## src/rtl/satd_pkg.sv

```systemverilog
// Shared SATD datapath definitions: lane/row geometry, default widths and the
// row-index type used by the control, Hadamard and accumulate stages.
package satd_pkg;

  localparam int LANES    = 4;
  localparam int ROWS     = 4;
  localparam int IN_W_DEF = 13;

  typedef logic [1:0] row_idx_t;

  // Sixteen magnitudes of up to 2^(in_w-1) each need four extra bits.
  function automatic int sum_w(input int in_w);
    return in_w + 4;
  endfunction

endpackage

```

## src/rtl/satd_abs_acc_if.sv

```systemverilog
// Coefficient-row input bus and SATD result bus of the abs/accumulate stage.
interface satd_abs_acc_if
  import satd_pkg::*;
#(
  parameter int IN_W  = IN_W_DEF,
  parameter int SUM_W = sum_w(IN_W)
);

  logic                    in_valid;
  logic                    in_last;
  logic [LANES*IN_W-1:0]   in_coef;
  logic                    clr_err;
  logic                    satd_valid;
  logic [SUM_W-1:0]        satd;
  logic                    busy;
  logic                    proto_err;

  modport master (
    output in_valid, in_last, in_coef, clr_err,
    input  satd_valid, satd, busy, proto_err
  );

  modport slave (
    input  in_valid, in_last, in_coef, clr_err,
    output satd_valid, satd, busy, proto_err
  );

endinterface

```

## src/rtl/satd_abs_acc_abs_lane.sv

```systemverilog
// One-lane registered absolute value: signed IN_W in, unsigned IN_W out.
// The most negative input maps exactly onto 2^(IN_W-1).
module abs_lane #(
  parameter int IN_W = 13
) (
  input  logic                   clk,
  input  logic                   rst_n,
  input  logic                   en,
  input  logic signed [IN_W-1:0] coef,
  output logic [IN_W-1:0]        mag
);

  logic [IN_W-1:0] coef_u_s;
  logic [IN_W-1:0] mag_s;

  // two's-complement negate when the sign bit is set
  always_comb begin
    coef_u_s = coef;
    if (coef_u_s[IN_W-1]) begin
      mag_s = ~coef_u_s + {{(IN_W-1){1'b0}}, 1'b1};
    end else begin
      mag_s = coef_u_s;
    end
  end

  // magnitude register, loaded on every accepted row
  always_ff @(posedge clk or negedge rst_n) begin
    if (!rst_n) begin
      mag <= {IN_W{1'b0}};
    end else if (en) begin
      mag <= mag_s;
    end
  end

endmodule

```

## src/rtl/satd_abs_acc.sv

```systemverilog
// SATD abs/accumulate stage: |coef| per lane, row sums accumulated over four
// rows, SATD = (sum + 1) >> 1 strobed two cycles after the last row.
module satd_abs_acc
  import satd_pkg::*;
#(
  parameter int IN_W  = IN_W_DEF,
  parameter int SUM_W = sum_w(IN_W)
) (
  input  logic            clk,
  input  logic            rst_n,
  satd_abs_acc_if.slave   bus
);

  localparam row_idx_t LAST_ROW = row_idx_t'(ROWS - 1);

  row_idx_t          row_idx_r, row_idx_nxt_s;
  logic              err_s, kill_a_s, accept_s, b_load_s;
  logic [IN_W-1:0]   mag_r [LANES];
  logic              a_valid_r, a_first_r, a_last_r;
  logic              b_valid_r, b_last_r;
  logic [IN_W+1:0]   row_sum_s;
  logic [SUM_W-1:0]  acc_r, acc_nxt_s, satd_nxt_s;
  logic              satd_valid_r, proto_err_r;
  logic [SUM_W-1:0]  satd_r;

  // row-count check; an error also kills the same block's beat in stage A
  always_comb begin
    err_s         = 1'b0;
    row_idx_nxt_s = row_idx_r;
    if (bus.in_valid) begin
      err_s = bus.in_last ^ (row_idx_r == LAST_ROW);
      if (err_s) begin
        row_idx_nxt_s = row_idx_t'(2'd0);
      end else begin
        row_idx_nxt_s = row_idx_r + row_idx_t'(2'd1);
      end
    end else begin
      err_s = 1'b0;
    end
    kill_a_s = err_s & (row_idx_r != row_idx_t'(2'd0));
    accept_s = bus.in_valid & ~err_s;
    b_load_s = a_valid_r & ~kill_a_s;
  end

  // row index and sticky protocol error (a new error beats clr_err)
  always_ff @(posedge clk or negedge rst_n) begin
    if (!rst_n) begin
      row_idx_r   <= row_idx_t'(2'd0);
      proto_err_r <= 1'b0;
    end else begin
      row_idx_r <= row_idx_nxt_s;
      if (err_s) begin
        proto_err_r <= 1'b1;
      end else if (bus.clr_err) begin
        proto_err_r <= 1'b0;
      end
    end
  end

  for (genvar k = 0; k < LANES; k++) begin : g_lane
    abs_lane #(.IN_W(IN_W)) u_abs (
      .clk   (clk),
      .rst_n (rst_n),
      .en    (bus.in_valid),
      .coef  (bus.in_coef[k*IN_W +: IN_W]),
      .mag   (mag_r[k])
    );
  end

  // stage A side-band: valid, first-row and last-row flags
  always_ff @(posedge clk or negedge rst_n) begin
    if (!rst_n) begin
      a_valid_r <= 1'b0;
      a_first_r <= 1'b0;
      a_last_r  <= 1'b0;
    end else begin
      a_valid_r <= accept_s;
      if (bus.in_valid) begin
        a_first_r <= (row_idx_r == row_idx_t'(2'd0));
        a_last_r  <= bus.in_last;
      end
    end
  end

  // row sum, accumulate (load on the first row) and rounding halve
  always_comb begin
    row_sum_s = {(IN_W+2){1'b0}};
    for (int k = 0; k < LANES; k++) begin
      row_sum_s = row_sum_s + {2'b00, mag_r[k]};
    end
    if (a_first_r) begin
      acc_nxt_s = {{(SUM_W-IN_W-2){1'b0}}, row_sum_s};
    end else begin
      acc_nxt_s = acc_r + {{(SUM_W-IN_W-2){1'b0}}, row_sum_s};
    end
    satd_nxt_s = (acc_r >> 1) + {{(SUM_W-1){1'b0}}, acc_r[0]};
  end

  // stage B accumulator and result register
  always_ff @(posedge clk or negedge rst_n) begin
    if (!rst_n) begin
      b_valid_r    <= 1'b0;
      b_last_r     <= 1'b0;
      acc_r        <= {SUM_W{1'b0}};
      satd_valid_r <= 1'b0;
      satd_r       <= {SUM_W{1'b0}};
    end else begin
      b_valid_r    <= b_load_s;
      b_last_r     <= a_last_r;
      satd_valid_r <= b_valid_r & b_last_r;
      if (b_load_s) begin
        acc_r <= acc_nxt_s;
      end
      if (b_valid_r & b_last_r) begin
        satd_r <= satd_nxt_s;
      end
    end
  end

  assign bus.satd_valid = satd_valid_r;
  assign bus.satd       = satd_r;
  assign bus.proto_err  = proto_err_r;
  assign bus.busy       = (row_idx_r != row_idx_t'(2'd0)) | a_valid_r | b_valid_r;

endmodule

```

## src/flat_wrapper.sv

```systemverilog
// flat-port wrapper written by rule: the top's interface ports become plain ports
module satd_abs_acc_flat import satd_pkg::*;
#(
  parameter int IN_W  = IN_W_DEF,
  parameter int SUM_W = sum_w(IN_W)
)
  (clk, rst_n, bus_in_valid, bus_in_last, bus_in_coef, bus_clr_err, bus_satd_valid, bus_satd, bus_busy, bus_proto_err);
  satd_abs_acc_if #(.IN_W(IN_W), .SUM_W(SUM_W)) bus_i ();
  input  logic clk;
  input  logic rst_n;
  input wire logic [$bits(bus_i.in_valid)-1:0] bus_in_valid;
  input wire logic [$bits(bus_i.in_last)-1:0] bus_in_last;
  input wire logic [$bits(bus_i.in_coef)-1:0] bus_in_coef;
  input wire logic [$bits(bus_i.clr_err)-1:0] bus_clr_err;
  output wire logic [$bits(bus_i.satd_valid)-1:0] bus_satd_valid;
  output wire logic [$bits(bus_i.satd)-1:0] bus_satd;
  output wire logic [$bits(bus_i.busy)-1:0] bus_busy;
  output wire logic [$bits(bus_i.proto_err)-1:0] bus_proto_err;
  assign bus_i.in_valid = bus_in_valid;
  assign bus_i.in_last = bus_in_last;
  assign bus_i.in_coef = bus_in_coef;
  assign bus_i.clr_err = bus_clr_err;
  assign bus_satd_valid = bus_i.satd_valid;
  assign bus_satd = bus_i.satd;
  assign bus_busy = bus_i.busy;
  assign bus_proto_err = bus_i.proto_err;
  satd_abs_acc #(.IN_W(IN_W), .SUM_W(SUM_W)) u_core (.clk(clk), .rst_n(rst_n), .bus(bus_i));
endmodule
```

## config.mk

```make
export PLATFORM = sky130hd
export DESIGN_NAME = satd_abs_acc_flat
export DESIGN_NICKNAME = d
export VERILOG_FILES = /design/src/rtl/satd_pkg.sv /design/src/rtl/satd_abs_acc_if.sv /design/src/rtl/satd_abs_acc_abs_lane.sv /design/src/rtl/satd_abs_acc.sv /design/src/flat_wrapper.sv
export SDC_FILE = /design/constraint.sdc
export NUM_CORES = 1
export LEC_CHECK = 0
export CAP_MARGIN = 5
export CORE_UTILIZATION = 51
export DETAILED_ROUTE_END_ITERATION = 12
export PLACE_DENSITY = 0.86
export SETUP_SLACK_MARGIN = 0.2
export SLEW_MARGIN = 20
export SYNTH_ARGS = -nofsm -noshare
export SYNTH_HDL_FRONTEND = slang
export SYNTH_SLANG_ARGS = --single-unit
```

## constraint.sdc

```tcl
create_clock -name clk -period 5.2 [get_ports clk]
set_clock_uncertainty 0.1 [all_clocks]
set_input_delay 1.04 -clock clk [delete_from_list [all_inputs] [get_ports clk]]
set_output_delay 1.04 -clock clk [all_outputs]
set_load 0.01 [all_outputs]
```

# After elaboration in Yosys (flattened, before gate mapping)
# Cells that the tools add are included.
[word_totals]
register_bits = 95
in_bits = 57
output_inout_bits = 20
word_cells = 50
[op_classes]
n_addsub = 10
n_eq_ne = 1
muxes = 9
n_bitwise = 13
reduce_logical = 3
[op_table]
columns = ["operator", "count"]
rows = [
  ["$add 13x1->13 const B", 4],
  ["$mux 13", 4],
  ["$not 13->13", 4],
  ["$add 15x13->15", 2],
  ["$add 16x1->17", 1],
  ["$add 17x15->17", 1],
  ["$mux 17", 1],
  ["$add 13x13->14", 1],
  ["$and 1x1->1", 4],
  ["$reduce_bool 2->1", 2],
  ["$mux 1", 3],
  ["$add 2x1->2 const B", 1],
  ["$eq 2x2->1 const B", 1],
  ["$logic_not 2->1", 1],
  ["$mux 2", 1],
  ["$not 1->1", 2],
  ["$or 1x1->1", 2],
  ["$xor 1x1->1", 1],
]

# Logic depth before layout (Yosys ltp)
[depth]
depth_word = 6
mapped_depth = 26
ltp_nobuf = 26

# Hierarchy
# Synthesis repeated with hierarchy kept, for this count alone.
[unflattened]
hier_cells = 848
hier_area_um2 = 7469.7
[modules_own_cells]
columns = ["mod", "n_inst", "cells_each", "area_each_um2"]
rows = [
  ["satd_abs_acc", 1, 480, 4131.5],
  ["abs_lane", 4, 92, 834.6],
]

# Least setup slack after synthesis
# Ideal clock, no wire load.
[synth_timing]
path_type = "reg-to-reg"
from = "register u_core.g_lane[1].u_abs.mag[1]"
to = "register u_core.acc_r[11]"
setup_time_ns = 0.077
arrival_time_ns = 4.933
setup_slack_ns = 0.090
path_stages_with_launch = 23
n_path_buf = 0
period_less_slack_ns = 5.110
cell_sequence = "dfrtp_1 > ha_1 > a21o_1 > a21oi_1 > nor2b_1 > or4_1 > a21oi_1 > xor2_1 > fa_1 > inv_1 > ha_1 > a211oi_1 > o211ai_1 > nand2_1 > xnor2_1 > ha_1 > o21a_1 > a21oi_2 > or3b_1 > a31oi_2 > nand2b_1 > mux2_2 > a21oi_1"
[synth_between]
elab_chain_cells = 5
[synth_rtl]
columns = ["item", "line_no", "source"]
rows = [
  ["from (decl)", "satd_abs_acc_abs_lane.sv:10", "output logic [IN_W-1:0] mag"],
  ["from (signal assigned)", "satd_abs_acc_abs_lane.sv:29", "mag <= {IN_W{1'b0}};"],
  ["from (signal assigned)", "satd_abs_acc_abs_lane.sv:31", "mag <= mag_s;"],
  ["$add 13x13->14 *", "satd_abs_acc.sv:89", "row_sum_s = row_sum_s + {2'b00, mag_r[k]};"],
  ["$add 15x13->15 * (2 in series)", "satd_abs_acc.sv:89", ""],
  ["$add 17x15->17", "satd_abs_acc.sv:94", "acc_nxt_s = acc_r + {{(SUM_W-IN_W-2){1'b0}}, row_sum_s};"],
  ["$mux 17 *", "satd_abs_acc.sv:91", "if (a_first_r) begin"],
  ["to (signal assigned)", "satd_abs_acc.sv:104", "acc_r <= {SUM_W{1'b0}};"],
  ["to (signal assigned)", "satd_abs_acc.sv:112", "acc_r <= acc_nxt_s;"],
  ["to (decl)", "satd_abs_acc.sv:22", "logic [SUM_W-1:0] acc_r, acc_nxt_s, satd_nxt_s;"],
]
# Every way passes the cells marked *; elsewhere a longest branch is shown, timed or not.
# A chain may end at the register's enable or synchronous reset.

# Worst setup path in the final report
[layout_timing]
from = "register u_core.g_lane[0].u_abs.mag[1]"
to = "register u_core.acc_r[15]"
[layout_between]
elab_chain_cells = 5
[layout_rtl]
columns = ["item", "line_no"]
rows = [
  ["from (decl)", "satd_abs_acc_abs_lane.sv:10"],
  ["from (signal assigned)", "satd_abs_acc_abs_lane.sv:29"],
  ["from (signal assigned)", "satd_abs_acc_abs_lane.sv:31"],
  ["$add 13x13->14", "satd_abs_acc.sv:89"],
  ["$add 15x13->15 (2 in series)", "satd_abs_acc.sv:89"],
  ["$add 17x15->17", "satd_abs_acc.sv:94"],
  ["$mux 17", "satd_abs_acc.sv:91"],
]
# Every way passes these cells.

==> flow_summary.ini <==
[clock_tree]
cts_root_buffer = sky130_fd_sc_hd__clkbuf_16
clock_tree_from_tritoncts = done
max-clock-path-buffers = 2
clkSinkCount = 95
clock_latency_ps = 350
worst_setup_hold_path_clk_slew_ps = 70
tritoncts_buffers = 9
cts.htree.levels = 3
postCtsHoldBufs = 0

[setup_path]
cp_cell_sequence = ha_1 -> a21o_1 -> a21oi_2 -> nor2b_2 -> or4_4 -> a211oi_2 -> xor2_1 -> fa_1 -> inv_1 -> ha_1 -> a21o_1 -> a41oi_2 -> nor2_1 -> a211oi_2 -> xnor2_1 -> ha_1 -> o21a_1 -> o21a_1 -> o21a_1 -> a21oi_2 -> o21ai_1 -> nand3_1 -> o311ai_1
crit_buf_inv = 1
timing.critical_path.to_type = register
required_ps = 5300
crit-reg2reg-launch = u_core.g_lane[0].u_abs.mag[1]$_DFFE_PN0P_
r2r-end = u_core.acc_r[15]$_DFFE_PN0P_
worst-setup-path-type = register to register
cp.arrival_ps = 5500
critical-path-max-stage-delay_ps = 470
gate_family_responsible_for_the_most_delay_along_the_worst_path = compound AO/OA/AOI/OAI gates
reg2reg_setup_slack_ps = -200
worst-r2r-cell-count = 23
highest_net_fanout_along_the_worst_path = 4
timing.critical_path.slowest_stage_cell = sky130_fd_sc_hd__fa_1
crit_path_start_kind = register

[floorplan]
die-height_um = 119
die_width_um = 119
core-area_um2 = 13300
number_of_placement_rows = 42
floorplan.initialDensity_pct = 52.3
ioPinCount = 77
die_outline_area_um2 = 14100

[global_route]
largest_net_degree_at_the_start_of_global_routing = 99
grt_usage_pct = 23.6
wire_length_of_the_first_global_routing_pass_um = 26500
overflow = 0
grt_pass1_vias = 5876
grt_antenna_before_repair = 0

[finish]
final_nets = 1026
final_cell_count_no_fill = 1085
stdcell_area_um2 = 8790
fillers = 979
post_route_cells_drive_above_1_share_pct = 14.9
multiInputGateArea_um2 = 4530
ff_latch_area_um2 = 2380
flow.area_growth_from_synthesis_pct = 26.5
antenna_cells = 0

[sta]
finalSetupTns_ps = -390
setup_viol = 5
fin_ws_ps = -205
worst_hold_slack_ps = 282
timing.final.crit_share_pct = 104
finalHoldViolCount = 0
max_clock_freq_ghz = 0.185
tightest_pin_transition_ps = 923
grt_setup_unrepaired = true
final-max-slew-violation-count = 0
layout_min_cycle_time_ps = 5400
timing.slew.headroom_pct = 38.5

[logic_synthesis]
share_of_synthesized_flip_flops_with_an_asynchronous_set_or_reset_pct = 100
syn_area_cell_um2 = 8.72
synth_ff_type = sky130_fd_sc_hd__dfrtp_1
synth_area_um2 = 6950
synth_cells = 797
sequential_element_share_of_the_synthesized_area_pct = 34.2
synthesis.yosys.warnings = 0
synth_enable_flop_cells = 0
syn-num-nets = 919
synth_cell_types = 52
yosys_register_bits = 95

[min_path]
min-delay-start = u_core.a_last_r$_DFFE_PN0P_
worstHoldPathCells = 0
hold_end = u_core.b_last_r$_DFF_PN0_
worst_hold_path_class = register to register

[place]
io_buffers = 76
postPlaceCellArea_um2 = 8010
place.detailed.instances = 1044
dp_hpwl_um = 11200
globalplace.congestion = 0.864

[outcome]
outcome = finished with violations
violations = setup timing

[drt]
dr_total_vias = 5991
final_antenna_net_count = 0
drt_iter0_drc = 334
avgRoutedWirePerCell_um = 15.0
vias_per_cell = 5.52
drt-total-wl_um = 16200
drc_errors_left = 0
first_pass_iters = 5

[job]
drv.max_cap_violation_count = 0
cell usage after synthesis (all sizes together), types with 3 or more instances:
master / n / share of area, %
dfrtp: 95 / 34
a21oi: 84 / 6.1
nor2: 81 / 4.4
inv: 78 / 4.2
nand2: 63 / 3.4
o21ai: 53 / 3.8
ha: 49 / 8.8
xor2: 49 / 6.2
xnor2: 38 / 4.8
clkbuf: 22 / 1.2
nand3: 17 / 1.2
fa: 16 / 4.6
mux2: 16 / 2.6
a21o: 14 / 1.5
o21a: 12 / 1.3
nand2b: 10 / 0.90
a211oi: 9 / 1.1
or3: 9 / 0.81
o31ai: 8 / 0.86
or4: 8 / 0.86
mux2i: 7 / 1.0
nor3: 7 / 0.50
nor2b: 6 / 0.54
o22ai: 4 / 0.36
and3: 3 / 0.27
buf: 3 / 0.16
nand4: 3 / 0.27
o211ai: 3 / 0.32
o21bai: 3 / 0.32
final cells by class:
| cell class | instances | area share (%) |
|---|---|---|
| Inverter | 78 | 3.33 |
| Multi-Input combinational cell | 599 | 51.5 |
| Clock buffer | 13 | 2.85 |
| Clock inverter | 3 | 0.213 |
| Timing Repair Buffer | 121 | 12.6 |
| Tap cell | 176 | 2.50 |
| Sequential cell | 95 | 27.0 |
repair_timing:
| action | 4_1_cts | 5_1_grt |
|---|---|---|
| cloned | 0 | 0 |
| setup buffers | 18 | 7 |
| gates resized for setup | 40 | 32 |
| setup endpoints to repair | 7 | 8 |
| pin swaps | 19 | 38 |
metrics by stage:
step                      utilization [%]  setup slack (ps)
final                                66.1              -205
after global routing                 66.1              -393
after CTS                            64.5              6.23
after detailed placement             60.2              -176
after global placement               60.2             -37.7
after floorplan                         -               164
metal layers:
layer	global-route usage [%]	wire length [µm]	vias up
met4	13.0	501	0
met2	40.0	8050	167
met5	0	0	-
met1	28.6	7000	2849
met3	3.72	687	43
li1	-	-	2932
layout by cell type (no fill, tap or decap), types with 4 or more instances in the layout:
cell type	n
sky130_fd_sc_hd__nor3_1	6
sky130_fd_sc_hd__o21ai_2	5
sky130_fd_sc_hd__a21oi_2	10
sky130_fd_sc_hd__clkdlybuf4s50_1	74
sky130_fd_sc_hd__clkbuf_16	9
sky130_fd_sc_hd__ha_1	41
sky130_fd_sc_hd__or4_1	7
sky130_fd_sc_hd__o21ai_1	9
sky130_fd_sc_hd__nand2b_1	9
sky130_fd_sc_hd__xnor2_1	31
sky130_fd_sc_hd__ha_4	7
sky130_fd_sc_hd__xor2_1	46
sky130_fd_sc_hd__a211oi_2	5
sky130_fd_sc_hd__buf_4	42
sky130_fd_sc_hd__nor2_1	81
sky130_fd_sc_hd__mux2_2	15
sky130_fd_sc_hd__a21oi_1	72
sky130_fd_sc_hd__buf_6	4
sky130_fd_sc_hd__xnor2_2	6
sky130_fd_sc_hd__inv_1	75
sky130_fd_sc_hd__o21ai_0	38
sky130_fd_sc_hd__nor2b_1	5
sky130_fd_sc_hd__o21a_1	12
sky130_fd_sc_hd__dfrtp_1	95
sky130_fd_sc_hd__fa_1	15
sky130_fd_sc_hd__nand3_1	17
sky130_fd_sc_hd__or3_1	9
sky130_fd_sc_hd__mux2i_1	7
sky130_fd_sc_hd__nand2_1	63
sky130_fd_sc_hd__a21o_1	14
sky130_fd_sc_hd__o31ai_1	8
state kept, by name (all words and copies together), names as in the netlist:
signal,flops
u_core.g_lane.u_abs.mag,52
u_core.b_last_r,1
u_core.row_idx_r,2
u_core.a_last_r,1
u_core.a_valid_r,1
u_core.b_valid_r,1
u_core.bus.satd_valid,1
u_core.acc_r,17
u_core.bus.satd,17
u_core.a_first_r,1
u_core.bus.proto_err,1
how the worst max path moves through the flow:
stage | slack (ps) | end | from | cells after the start
floorplan | 160 | u_core.acc_r[11]$_DFFE_PN0P_ | u_core.g_lane[1].u_abs.mag[1]$_DFFE_PN0P_ | 22
global placement | -40 | u_core.acc_r[11]$_DFFE_PN0P_ | u_core.g_lane[1].u_abs.mag[1]$_DFFE_PN0P_ | 22
detailed placement | -180 | u_core.acc_r[15]$_DFFE_PN0P_ | u_core.g_lane[1].u_abs.mag[1]$_DFFE_PN0P_ | 24
CTS | 6 | u_core.acc_r[15]$_DFFE_PN0P_ | u_core.g_lane[1].u_abs.mag[1]$_DFFE_PN0P_ | 24
global route | -390 | u_core.acc_r[15]$_DFFE_PN0P_ | u_core.g_lane[1].u_abs.mag[4]$_DFFE_PN0P_ | 22
finish | -200 | u_core.acc_r[15]$_DFFE_PN0P_ | u_core.g_lane[0].u_abs.mag[1]$_DFFE_PN0P_ | 23
worst register-to-register path, stage by stage, from the launching register on:
cell and delay (ps):
sky130_fd_sc_hd__dfrtp_1 400, sky130_fd_sc_hd__ha_1 290, sky130_fd_sc_hd__a21o_1 190, sky130_fd_sc_hd__a21oi_2 190
sky130_fd_sc_hd__nor2b_2 60, sky130_fd_sc_hd__or4_4 450, sky130_fd_sc_hd__a211oi_2 330, sky130_fd_sc_hd__xor2_1 250
sky130_fd_sc_hd__fa_1 470, sky130_fd_sc_hd__inv_1 100, sky130_fd_sc_hd__ha_1 260, sky130_fd_sc_hd__a21o_1 200
sky130_fd_sc_hd__a41oi_2 180, sky130_fd_sc_hd__nor2_1 80, sky130_fd_sc_hd__a211oi_2 230, sky130_fd_sc_hd__xnor2_1 210
sky130_fd_sc_hd__ha_1 330, sky130_fd_sc_hd__o21a_1 130, sky130_fd_sc_hd__o21a_1 170, sky130_fd_sc_hd__o21a_1 190
sky130_fd_sc_hd__a21oi_2 120, sky130_fd_sc_hd__o21ai_1 100, sky130_fd_sc_hd__nand3_1 100, sky130_fd_sc_hd__o311ai_1 110
kinds of logic (layout without fill, tap and decap cells):
family / Yosys count / count (layout) / synth area share (%)
multiplexers: 23 / 23 / 3.60
AO/OA/AOI/OAI: 207 / 207 / 18.0
buffers and inverters: 103 / 215 / 5.56
AND/OR/NAND/NOR: 217 / 217 / 14.2
flip-flops: 95 / 95 / 34.2
XOR/XNOR: 87 / 87 / 11.0
adder cells (fa/ha/maj): 65 / 65 / 13.4
Power is not shown: default switching activity piles up to over one toggle a cycle in this logic, so the estimate is an artifact.
